$ cat config.mk
export PLATFORM = sky130hd
export DESIGN_NAME = jk_bank_driver_flat
export DESIGN_NICKNAME = d
export VERILOG_FILES = /design/src/rtl/jk_bank_driver_if.sv /design/src/rtl/jk_bank_driver.sv /design/src/flat_wrapper.sv
export SDC_FILE = /design/constraint.sdc
export NUM_CORES = 1
export LEC_CHECK = 0
export BUFFER_PORTS_ARGS = -buffer_cell sky130_fd_sc_hd__buf_2
export CAP_MARGIN = 0
export CELL_PAD_IN_SITES_DETAIL_PLACEMENT = 0
export CELL_PAD_IN_SITES_GLOBAL_PLACEMENT = 1
export CORE_AREA = 2 2 80 44
export CTS_BUF_LIST = sky130_fd_sc_hd__clkbuf_4 sky130_fd_sc_hd__clkbuf_8
export CTS_CLUSTER_DIAMETER = 60
export DETAILED_ROUTE_END_ITERATION = 10
export DIE_AREA = 0 0 82 46
export MAX_ROUTING_LAYER = met4
export PLACE_DENSITY = 0.73
export SYNTH_ARGS = -nofsm -noshare
export SYNTH_HDL_FRONTEND = slang
export SYNTH_SLANG_ARGS = --single-unit
$ cat constraint.sdc
create_clock -name clk -period 1.4 [get_ports clk]
set_input_delay 0.21 -clock clk [delete_from_list [all_inputs] [get_ports clk]]
set_output_delay 0.21 -clock clk [all_outputs]
set_load 0.01 [all_outputs]
$ cat src/rtl/jk_bank_driver_if.sv
// jk_bank_driver_if: target handshake between a command source and jk_bank_driver.
//   tgt_valid : source has a target value on tgt_data
//   tgt_ready : driver can accept a target
//   tgt_data  : requested q value for the flop bank (WIDTH bits)
// Modports: master = command source, slave = jk_bank_driver.
interface jk_bank_driver_if #(
  parameter int WIDTH = 4
) ();
  logic             tgt_valid;
  logic             tgt_ready;
  logic [WIDTH-1:0] tgt_data;

  modport master (output tgt_valid, output tgt_data, input tgt_ready);
  modport slave  (input tgt_valid, input tgt_data, output tgt_ready);
endinterface

$ cat src/rtl/jk_bank_driver.sv
// jk_bank_driver: accepts target register values and drives a bank of WIDTH
// JK flip-flops for one cycle per attempt to reach each target. After SETTLE
// cycles it reads q back. On a match it pulses done. On a mismatch it
// re-drives, up to MAX_RETRY times, and then pulses err.
//
// Ports:
//   clk        rising-edge clock
//   rst        synchronous active-low reset
//   tgt        target handshake (slave): tgt_valid / tgt_ready / tgt_data
//   q_in       q outputs fed back from the flop bank
//   j_out      J inputs to the flop bank (registered)
//   k_out      K inputs to the flop bank (registered)
//   done       one-cycle pulse: q_in matched the target
//   err        one-cycle pulse: retries exhausted, still mismatched
//   retry_cnt  retries used by the current/last request
//
// Build option: define JK_TOGGLE_EN to drive changing bits as j=k=1 (toggle)
// instead of set/reset. Handshake, latency and checking are the same in both builds.
module jk_bank_driver #(
  parameter int WIDTH     = 4,
  parameter int SETTLE    = 1,
  parameter int MAX_RETRY = 2
) (
  input  logic             clk,
  input  logic             rst,
  jk_bank_driver_if.slave  tgt,
  input  logic [WIDTH-1:0] q_in,
  output logic [WIDTH-1:0] j_out,
  output logic [WIDTH-1:0] k_out,
  output logic             done,
  output logic             err,
  output logic [3:0]       retry_cnt
);

  localparam int CW = (SETTLE > 1) ? $clog2(SETTLE) : 1;

  typedef enum logic [1:0] {IDLE, DRIVE, CHECK} state_t;

  state_t           state;
  logic [WIDTH-1:0] target;
  logic [CW-1:0]    settle_cnt;

  logic [WIDTH-1:0] exc_tgt;
  logic [WIDTH-1:0] exc_j;
  logic [WIDTH-1:0] exc_k;

  // Excitation is registered on DRIVE entry. From IDLE the target is not
  // latched yet, so it comes straight from the bus. On a retry it comes from
  // the latched copy.
  always_comb begin
    exc_tgt = (state == IDLE) ? tgt.tgt_data : target;
`ifdef JK_TOGGLE_EN
    exc_j   = q_in ^ exc_tgt;
    exc_k   = q_in ^ exc_tgt;
`else
    exc_j   = ~q_in & exc_tgt;
    exc_k   = q_in & ~exc_tgt;
`endif
  end

  always_ff @(posedge clk) begin
    if (!rst) begin
      state         <= IDLE;
      target        <= '0;
      settle_cnt    <= '0;
      j_out         <= '0;
      k_out         <= '0;
      tgt.tgt_ready <= 1'b1;
      done          <= 1'b0;
      err           <= 1'b0;
      retry_cnt     <= '0;
    end else begin
      done <= 1'b0;
      err  <= 1'b0;
      case (state)
        IDLE: begin
          j_out         <= '0;
          k_out         <= '0;
          tgt.tgt_ready <= 1'b1;
          if (tgt.tgt_valid && tgt.tgt_ready) begin
            target        <= tgt.tgt_data;
            retry_cnt     <= '0;
            j_out         <= exc_j;
            k_out         <= exc_k;
            tgt.tgt_ready <= 1'b0;
            state         <= DRIVE;
          end
        end
        DRIVE: begin
          j_out      <= '0;
          k_out      <= '0;
          settle_cnt <= CW'(SETTLE - 1);
          state      <= CHECK;
        end
        CHECK: begin
          if (settle_cnt != '0) begin
            settle_cnt <= settle_cnt - CW'(1);
          end else if (q_in == target) begin
            done          <= 1'b1;
            tgt.tgt_ready <= 1'b1;
            state         <= IDLE;
          end else if (retry_cnt < 4'(MAX_RETRY)) begin
            retry_cnt <= retry_cnt + 4'd1;
            j_out     <= exc_j;
            k_out     <= exc_k;
            state     <= DRIVE;
          end else begin
            err           <= 1'b1;
            tgt.tgt_ready <= 1'b1;
            state         <= IDLE;
          end
        end
        default: state <= IDLE;
      endcase
    end
  end

endmodule

$ cat src/flat_wrapper.sv
// flat-port wrapper written by rule: the top's interface ports become plain ports
module jk_bank_driver_flat 
#(
  parameter int WIDTH     = 4,
  parameter int SETTLE    = 1,
  parameter int MAX_RETRY = 2
)
  (clk, rst, q_in, j_out, k_out, done, err, retry_cnt, tgt_tgt_valid, tgt_tgt_data, tgt_tgt_ready);
  jk_bank_driver_if #(.WIDTH(WIDTH)) tgt_i ();
  input  logic clk;
  input  logic rst;
  input  logic [WIDTH-1:0] q_in;
  output logic [WIDTH-1:0] j_out;
  output logic [WIDTH-1:0] k_out;
  output logic done;
  output logic err;
  output logic [3:0] retry_cnt;
  input wire logic [$bits(tgt_i.tgt_valid)-1:0] tgt_tgt_valid;
  input wire logic [$bits(tgt_i.tgt_data)-1:0] tgt_tgt_data;
  output wire logic [$bits(tgt_i.tgt_ready)-1:0] tgt_tgt_ready;
  assign tgt_i.tgt_valid = tgt_tgt_valid;
  assign tgt_i.tgt_data = tgt_tgt_data;
  assign tgt_tgt_ready = tgt_i.tgt_ready;
  jk_bank_driver #(.WIDTH(WIDTH), .SETTLE(SETTLE), .MAX_RETRY(MAX_RETRY)) u_core (.clk(clk), .rst(rst), .tgt(tgt_i), .q_in(q_in), .j_out(j_out), .k_out(k_out), .done(done), .err(err), .retry_cnt(retry_cnt));
endmodule
# ---- Word level (Yosys, flattened, before mapping)
# Cells that the tools add are included.
dict set report totals {
  ff_bits 22
  wordCells 68
  output_inout_bits 15
  inputBits 11
}
dict set report op_classes {
  n_addsub 2
  bitwise 6
  mux 30
  n_reduce_logical 12
  eq_ne 8
  order_cmp 1
}
# cell n
set op_table {}
lappend op_table {{$mux 4} 13}
lappend op_table {{$pmux 4 s3} 2}
lappend op_table {{$and 4x4->4} 2}
lappend op_table {{$mux 1} 8}
lappend op_table {{$not 4->4} 2}
lappend op_table {{$pmux 4 s2} 1}
lappend op_table {{$mux 2} 3}
lappend op_table {{$ne 2x2->1 const B} 3}
lappend op_table {{$pmux 2 s3} 1}
lappend op_table {{$reduce_and 5->1} 1}
lappend op_table {{$add 4x1->4 const B} 1}
lappend op_table {{$eq 4x4->1} 1}
lappend op_table {{$lt 4x2->1 const B} 1}
lappend op_table {{$pmux 1 s2} 2}
lappend op_table {{$reduce_and 2->1} 2}
lappend op_table {{$reduce_and 4->1} 1}
lappend op_table {{$reduce_bool 2->1} 2}
lappend op_table {{$reduce_or 4->1} 1}
lappend op_table {{$ne 3x2->1 const B} 1}
lappend op_table {{$reduce_and 3->1} 1}
lappend op_table {{$reduce_bool 3->1} 1}
lappend op_table {{$reduce_or 3->1} 1}
lappend op_table {{$eq 2x1->1 const B} 1}
lappend op_table {{$eq 2x2->1 const B} 1}
lappend op_table {{other kinds (5)} 6}

# ---- Logic depth before layout (Yosys ltp)
# Gate-level depths: netlist (run 1).
dict set report depth {
  ltp_word 8
  depth_mapped 8
  ltp_nobuf 6
}

# ---- Least setup slack after synthesis (run 1)
# No wires, ideal clock.
dict set report synth_timing {
  path_type {reg2reg}
  startpoint {reg u_core.state[0]}
  endpoint {reg u_core.retry_cnt[0]}
  arrival_ns 1.445
  setup_ns 0.079
  required_time_ns 1.321
  slack_ns -0.124
  stages_incl_launch_ff 8
  synth_period_minus_slack_ns 1.524
  path_cell_list {dfxtp_1 inv_1 ha_1 buf_2 a21bo_2 buf_2 or2_2 o211ai_1}
}
dict set report synth_via {
  elab_chain_len 3
  elab_cells_between_ends 9
  cone_classes {eq/ne (5); mux (1); reduce/logical (3)}
}
# element line
set synth_lines {}
lappend synth_lines {{start, declared} jk_bank_driver.sv:39} ;# state_t state;
lappend synth_lines {{start signal, assigned} jk_bank_driver.sv:63} ;# state <= IDLE;
lappend synth_lines {{start signal, assigned} jk_bank_driver.sv:86} ;# state <= DRIVE;
lappend synth_lines {{start signal, assigned} jk_bank_driver.sv:93} ;# state <= CHECK;
lappend synth_lines {{$eq 2x2->1 or $logic_not 2->1 (tied branches)} jk_bank_driver.sv:75} ;# case (state)
lappend synth_lines {{$ne 2x2->1 (no source line) (tied with other cells)} --}
lappend synth_lines {{$reduce_and 5->1 (no source line)} --}
lappend synth_lines {{end signal, assigned} jk_bank_driver.sv:103} ;# retry_cnt <= retry_cnt + 4'd1;
lappend synth_lines {{end, declared} jk_bank_driver.sv:32} ;# output logic [3:0] retry_cnt
# Several ways; a longest one is shown, not always the timed one.
# A chain may end at the register's enable or synchronous reset.

# ---- Final worst setup path (run 1)
dict set report layout_timing {
  startpoint {reg u_core.state[1]}
  endpoint {reg u_core.j_out[0]}
}
dict set report layout_via {
  elab_chain_len 7
  elab_cells_between_ends 15
  cone_classes {eq/ne (5); mux (6); bitwise (1); reduce/logical (3)}
}
# element line
set layout_lines {}
lappend layout_lines {{$logic_not 2->1} {jk_bank_driver.sv:51, jk_bank_driver.sv:75}}
lappend layout_lines {{$mux 4} jk_bank_driver.sv:51} ;# exc_tgt = (state == IDLE) ? tgt.tgt_data : target;
lappend layout_lines {{$and 4x4->4} jk_bank_driver.sv:56} ;# exc_j = ~q_in & exc_tgt;
lappend layout_lines {{$mux 4} jk_bank_driver.sv:102} ;# end else if (retry_cnt < 4'(MAX_RETRY)) begin
lappend layout_lines {{$mux 4} jk_bank_driver.sv:98} ;# end else if (q_in == target) begin
lappend layout_lines {{$mux 4} jk_bank_driver.sv:96} ;# if (settle_cnt != '0) begin
lappend layout_lines {{$pmux 4 s3} jk_bank_driver.sv:75}
lappend layout_lines {{end signal, assigned} jk_bank_driver.sv:83} ;# j_out <= exc_j;
lappend layout_lines {{end signal, assigned} jk_bank_driver.sv:104} ;# j_out <= exc_j;
lappend layout_lines {{end, declared} jk_bank_driver.sv:28} ;# output logic [WIDTH-1:0] j_out,
# Several ways; a longest one is shown, not always the timed one. The select of a mux whose other input is x is not followed.

==> impl_metrics.yaml, run 1 <==
critical_path:
  cp-end-kind: "register"
  start_kind: "register"
  worst_r2r_path_depth: 6
  required_ns: 1.60
  critical_path_class: "reg2reg"
  r2r_slack_ns: -0.13
  arrival_ns: 1.73
  crit_slowest_cell: "or3_1"
  cp_cell_sequence: "inv_2 -> ha_4 -> and3b_1 -> o21ai_2 -> or3_1 -> mux2i_1"
  slowest_delay_ns: 0.38
  crit_fanout: 4
  timing.rr.end: "u_core.j_out[0]$_SDFFE_PN0P_"
  regToRegStartpoint: "u_core.state[1]$_SDFFE_PN0P_"
cts:
  clkLatencyLatePin_ns: 0.26
  ctsHtreeMaxLevel: 1
  cts_buffer_depth: 2
  clkTransAtPathRegs_ns: 0.08
  cts-hold-fix-buffers: 0
  cts_buffers: 3
  cts.sinks: 21
  cts_tree: "done"
  cts_root_buf: "clkbuf_8"
min_path:
  hold_path_end: "u_core.target[1]$_SDFFE_PN0P_"
  min_from: "tgt_tgt_data[1]"
  worstHoldPathCells: 3
  min_path_type: "in2reg"
grt:
  met2_usage: 0.244
  top_usage_layer: "met2"
  grt.total_usage: 0.166
  grt_remaining_overflow: 0
  grt_pass1_wl_um: 4370
  use_met1: 0.229
  grt_max_degree: 13
  antenna_found_initial: 0
  grt_pass1_vias: 914
  grt_use_met3: 0.0476
sta:
  fin_skew_ns: 0.00115
  max_freq_mhz: 653
  fin_crit_sh: 1.09
  setup_tns_ns: -1.06
  hold_viol: 0
  period_minus_slack_ns: 1.53
  worst_pin_slew_ns: 0.342
  slew_violations: 0
  setup_ws_ns: -0.130
  slew_headroom: 0.770
  setup_viol: 13
  rsz0062_at_grt: "true"
  holdWs_ns: 0.195
pwr:
  finalPower_w: 0.00257
  max-vdd-ir-drop_uv: 549
  powerDensity_nw_per_um2: 1560
  p_leak_nw: 0.785
drt:
  routedWlPerCell_um: 13.5
  drt_iter0_drc: 23
  wl_um: 2800
  drcViolationCount: 0
  ant_nets: 0
  dr_total_vias: 1005
  drt_first_pass_iters: 4
  viasPerCell: 4.86
floorplanning:
  initial_core_util: 0.357
  die_w_um: 82
  die_h_um: 46
  rows: 15
  ios: 26
  core_area_um2: 3150
  die_area_um2: 3770
synthesis:
  synth_area_um2: 1120
  avgSynthCellArea_um2: 9.78
  synth_cell_types: 32
  syn_inst: 115
  synthesis.nets: 131
  ys_warn_count: 0
  ys_ff_latch: 21
  ys_seq_area_frac: 0.374
run_status:
  failed_checks: "setup timing"
  run_status: "finished with violations"
final_layout:
  multi_input_area_um2: 769
  area_delta_synth_final_pct: 46.2
  seqCellArea_um2: 435
  utilization: 0.521
  fillers: 292
  antennaDiodeCount: 0
  drive_above_1_share: 0.503
  finalNetCount: 182
placement:
  gp_congestion: 0.827
  place_worst_setup_slack_ns: -0.122
  io_buffer_count: 25
  place_hpwl_um: 2090
flow_run:
  maxCapViolations: 0
registers in the layout, indices dropped and copies added (netlist names):
| signal | flops |
|---|---|
| u_core.state | 2 |
| u_core.j_out | 4 |
| u_core.k_out | 4 |
| u_core.tgt.tgt_ready | 1 |
| u_core.target | 4 |
| u_core.done | 1 |
| u_core.err | 1 |
| u_core.retry_cnt | 4 |
critical path, delay by kind of cell, from the launching register on:
kind	cells	cell delay [ns]
buffers and inverters	1	0.05
AND/OR/NAND/NOR	2	0.63
adder cells (fa/ha/maj)	1	0.23
multiplexers	1	0.13
flip-flops	1	0.34
AO/OA/AOI/OAI	1	0.09
repair_timing:
action / in CTS / in global routing
pin swaps: 13 / 9
setup endpoints to repair: 13 / 13
gates cloned: 0 / 0
resized for setup: 10 / 9
buffers inserted: 4 / 1
kinds of logic after synthesis:
family | share of synthesized area
AND/OR/NAND/NOR | 0.218
flip-flops | 0.374
AO/OA/AOI/OAI | 0.123
buffers and inverters | 0.0289
XOR/XNOR | 0.0578
adder cells (fa/ha/maj) | 0.0556
multiplexers | 0.142
layer usage:
| layer | vias to the layer above | routed length, µm |
|---|---|---|
| met5 | - | 0 |
| met4 | 0 | 24 |
| met3 | 5 | 163 |
| met2 | 27 | 1170 |
| met1 | 472 | 1440 |
| li1 | 501 | - |
where the power goes:
group          switching, W  total (W)  internal (W)
Combinational      0.000671    0.00138      0.000704
Clock              0.000211   0.000410      0.000199
Sequential        0.0000849   0.000787      0.000702
worst max-delay path by stage:
stage	from	slack, ns	cells past startpoint	end
after global routing	u_core.state[1]$_SDFFE_PN0P_	-0.22	6	u_core.j_out[3]$_SDFFE_PN0P_
final	u_core.state[1]$_SDFFE_PN0P_	-0.13	6	u_core.j_out[0]$_SDFFE_PN0P_
after global placement	u_core.state[1]$_SDFFE_PN0P_	-0.07	6	u_core.j_out[0]$_SDFFE_PN0P_
after CTS	u_core.state[1]$_SDFFE_PN0P_	-0.10	6	u_core.j_out[3]$_SDFFE_PN0P_
after detailed placement	u_core.state[1]$_SDFFE_PN0P_	-0.12	6	u_core.j_out[3]$_SDFFE_PN0P_
after floorplan	u_core.state[1]$_SDFFE_PN0P_	-0.05	6	u_core.j_out[0]$_SDFFE_PN0P_
cells in the final DEF, fill, tap and decap left out, types with 2 or more instances in the layout:
| master | count |
|---|---|
| clkbuf_8 | 3 |
| dfxtp_1 | 15 |
| nand2b_1 | 3 |
| buf_4 | 24 |
| o21ai_2 | 2 |
| dfxtp_4 | 3 |
| nor2_1 | 8 |
| nand3_1 | 6 |
| or3_1 | 5 |
| o211ai_1 | 2 |
| nand2_1 | 12 |
| o22ai_4 | 2 |
| inv_2 | 2 |
| ha_1 | 3 |
| dfxtp_2 | 3 |
| mux2i_1 | 16 |
| xor2_4 | 3 |
| buf_2 | 25 |
| a21oi_1 | 4 |
layout make-up:
| type | count | share of cell area |
|---|---|---|
| clock inverter | 1 | 0.00304 |
| timing repair buffer | 50 | 0.198 |
| multi-input combinational | 86 | 0.468 |
| inverter | 4 | 0.00913 |
| sequential | 21 | 0.265 |
| clock buffer | 3 | 0.0251 |
| tap | 42 | 0.0320 |
Yosys cell counts:
| cell | n | share of area |
|---|---|---|
| ha_1 | 5 | 0.056 |
| and3b_1 | 1 | 0.0078 |
| o21a_1 | 1 | 0.0067 |
| or3_1 | 5 | 0.028 |
| buf_2 | 2 | 0.0089 |
| a2bb2oi_1 | 1 | 0.0078 |
| or2_2 | 1 | 0.0056 |
| o41ai_4 | 1 | 0.024 |
| o2111ai_1 | 1 | 0.0078 |
| nand2b_1 | 4 | 0.022 |
| xor2_2 | 4 | 0.058 |
| o22ai_4 | 1 | 0.018 |
| nor2_1 | 9 | 0.030 |
| o211ai_1 | 2 | 0.013 |
| nor4_4 | 1 | 0.019 |
| and2_1 | 1 | 0.0056 |
| mux2i_1 | 16 | 0.14 |
| nand4b_1 | 1 | 0.0078 |
| clkbuf_1 | 2 | 0.0067 |
| nor3_2 | 1 | 0.0089 |
| nand3b_1 | 1 | 0.0067 |
| nand2_1 | 12 | 0.040 |
| nor3_1 | 1 | 0.0044 |
| inv_1 | 3 | 0.010 |
| clkinv_1 | 1 | 0.0033 |
| nand3_1 | 6 | 0.027 |
| and3_1 | 1 | 0.0056 |
| a21oi_1 | 5 | 0.022 |
| o21ai_1 | 2 | 0.0089 |
| a21bo_2 | 1 | 0.0089 |
| dfxtp_1 | 21 | 0.37 |
| o22ai_1 | 1 | 0.0056 |
metrics by stage:
stage | cell area [µm²] | std cells
final | 1640 | 207
after global routing | 1640 | 207
after CTS | 1600 | 206
after detailed placement | 1470 | 198
after global placement | 1470 | 198
after floorplan | 1150 | 115
(Power assumes the default switching activity.)
==> run 2: changes to the inputs <==
- CORE_AREA: 2 2 80 44 -> 2 2 83 45
- CTS_BUF_LIST: sky130_fd_sc_hd__clkbuf_4 sky130_fd_sc_hd__clkbuf_8 -> not set
- DIE_AREA: 0 0 82 46 -> 0 0 85 47
- GPL_ROUTABILITY_DRIVEN: not set -> 0
- PLACE_DENSITY: 0.73 -> 0.69
==> run 2 against run 1 <==
The run still ends with setup timing left. Sequential share of layout area grew 0.085 points. Worst hold slack improved by 0.0030 ns. Register-to-register slack got worse by 0.03 ns. Clock skew grew 0.0072 ns. Critical endpoint unchanged. Highest routed layer is now met3.
==> impl_metrics.yaml, run 2 (synthesized netlist as in run 1, its figures left out) <==
run_status:
  run_status: "finished with violations"
  failed_checks: "setup timing"
pwr:
  max-vdd-ir-drop_uv: 587
  p_leak_nw: 0.783
  powerDensity_nw_per_um2: 1570
drt:
  ant_nets: 0
  drt_iter0_drc: 88
  drcViolationCount: 0
  drt_first_pass_iters: 4
  viasPerCell: 4.83
  wl_um: 2940
  routedWlPerCell_um: 14.3
  dr_total_vias: 996
grt:
  met2_usage: 0.241
  top_usage_layer: "met2"
  grt.total_usage: 0.162
  grt_pass1_vias: 946
  grt_remaining_overflow: 0
  grt_pass1_wl_um: 4640
  grt_use_met3: 0.0439
  antenna_found_initial: 0
  grt_max_degree: 13
  use_met1: 0.218
critical_path:
  crit_buf_inv: 1
  slowest_delay_ns: 0.38
  crit_fanout: 4
  crit_slowest_cell: "or3_4"
  critPathTopFamily: "simple AND/OR/NAND/NOR gates"
  cp-end-kind: "register"
  required_ns: 1.60
  start_kind: "register"
  critical_path_class: "reg2reg"
  cp_cell_sequence: "inv_2 -> ha_4 -> and3b_2 -> o21ai_4 -> or3_4 -> mux2i_1"
  arrival_ns: 1.75
sta:
  worst_pin_slew_ns: 0.288
  fin_skew_ns: 0.00832
  slew_violations: 0
  period_minus_slack_ns: 1.56
  setup_viol: 11
  hold_viol: 0
  max_freq_mhz: 641
  holdWs_ns: 0.198
  slew_headroom: 0.802
  rsz0062_at_grt: "true"
  setup_ws_ns: -0.159
  fin_crit_sh: 1.11
final_layout:
  fillers: 304
  final_cell_mix: "25 x buf_2, 21 x buf_4, 16 x mux2i_1, 16 x dfxtp_1, 12 x nand2_1"
  antennaDiodeCount: 0
  final_common_cell: "buf_2"
  drive_above_1_share: 0.512
  fin_area_um2: 1620
  utilization: 0.492
  area_delta_synth_final_pct: 43.6
  finalNetCount: 181
  fin_cells: 206
placement:
  io_buffer_count: 25
  postPlaceCellArea_um2: 1450
  place_worst_setup_slack_ns: -0.171
  place_hpwl_um: 2260
  place_inst: 196
cts:
  cts-hold-fix-buffers: 0
  clkLatencyLatePin_ns: 0.27
  cts.sinks: 21
  cts_buffer_depth: 2
  cts_buffers: 3
  clkTransAtPathRegs_ns: 0.08
  cts_tree: "done"
  cts_root_buf: "clkbuf_8"
  ctsHtreeMaxLevel: 1
floorplanning:
  initial_core_util: 0.342
  die_w_um: 85
  core_area_um2: 3280
  die_h_um: 47
  ios: 26
  die_area_um2: 4000
  rows: 15
flow_run:
  maxCapViolations: 0
min_path:
  min_path_type: "in2reg"
==> run 2: cell types whose count changed in the layout (fill, tap and decap cells not counted), sizes merged <==
cell / before / now
buf: 50 / 49
==> run 2: what timing repair did <==
item                                   CTS  global route
setup endpoints to repair               12            14
buffers inserted                         5             2
pin swaps                                7             4
resized for setup                       16             4
endpoints found under the hold margin    0             0
==> run 2: worst min-delay path: cells and delay by family <==
| family | cells | cell delay, ns |
|---|---|---|
| buffers and inverters | 1 | 0.09 |
| muxes | 1 | 0.06 |
| and+or+nand+nor | 1 | 0.07 |
==> run 2: area by class of cell <==
| class | count | area [µm²] | area share |
|---|---|---|---|
| flip-flops and latches | 21 | 429 | 0.266 |
| repair buffers | 49 | 317 | 0.196 |
| well taps | 42 | 52.6 | 0.0325 |
| inverters | 4 | 15.0 | 0.00930 |
| clock inverters | 1 | 5.00 | 0.00310 |
| clock buffers | 3 | 41.3 | 0.0256 |
| multi-input cells | 86 | 756 | 0.468 |
==> run 2: path summary, 6_finish.rpt <==
| path | cells past startpoint | end | from | slack [ns] |
|---|---|---|---|---|
| max reg2reg | 6 | u_core.j_out[0]$_SDFFE_PN0P_ | u_core.state[1]$_SDFFE_PN0P_ | -0.16 |
| min | 3 | u_core.target[3]$_SDFFE_PN0P_ | tgt_tgt_data[3] | 0.20 |
| min reg2reg | 2 | u_core.k_out[1]$_SDFFE_PN0P_ | u_core.k_out[1]$_SDFFE_PN0P_ | 0.46 |
| max | 6 | u_core.j_out[0]$_SDFFE_PN0P_ | u_core.state[1]$_SDFFE_PN0P_ | -0.16 |
==> run 2: metal layers <==
layer  wire length (µm)  vias to the layer above
li1                   -                      497
met5                  0                        -
met4                  0                        0
met3                116                        0
met1               1520                      479
met2               1300                       20
==> run 2: metrics by stage <==
step	total power (W)	TNS, ns
finish	0.00253	-1.09
global route	0.00268	-1.88
CTS	0.00246	-0.606
detailed placement	0.00194	-0.905
global placement	0.00192	-0.507
floorplan	0.00152	-0.231
==> run 2: where the power goes <==
group | internal (W) | leakage, nW | total (W) | switching (W)
Combinational | 0.000679 | 0.584 | 0.00132 | 0.000646
Clock | 0.000199 | 0.0255 | 0.000421 | 0.000222
Sequential | 0.000699 | 0.173 | 0.000783 | 0.0000838
Total | 0.00158 | 0.783 | 0.00253 | 0.000951
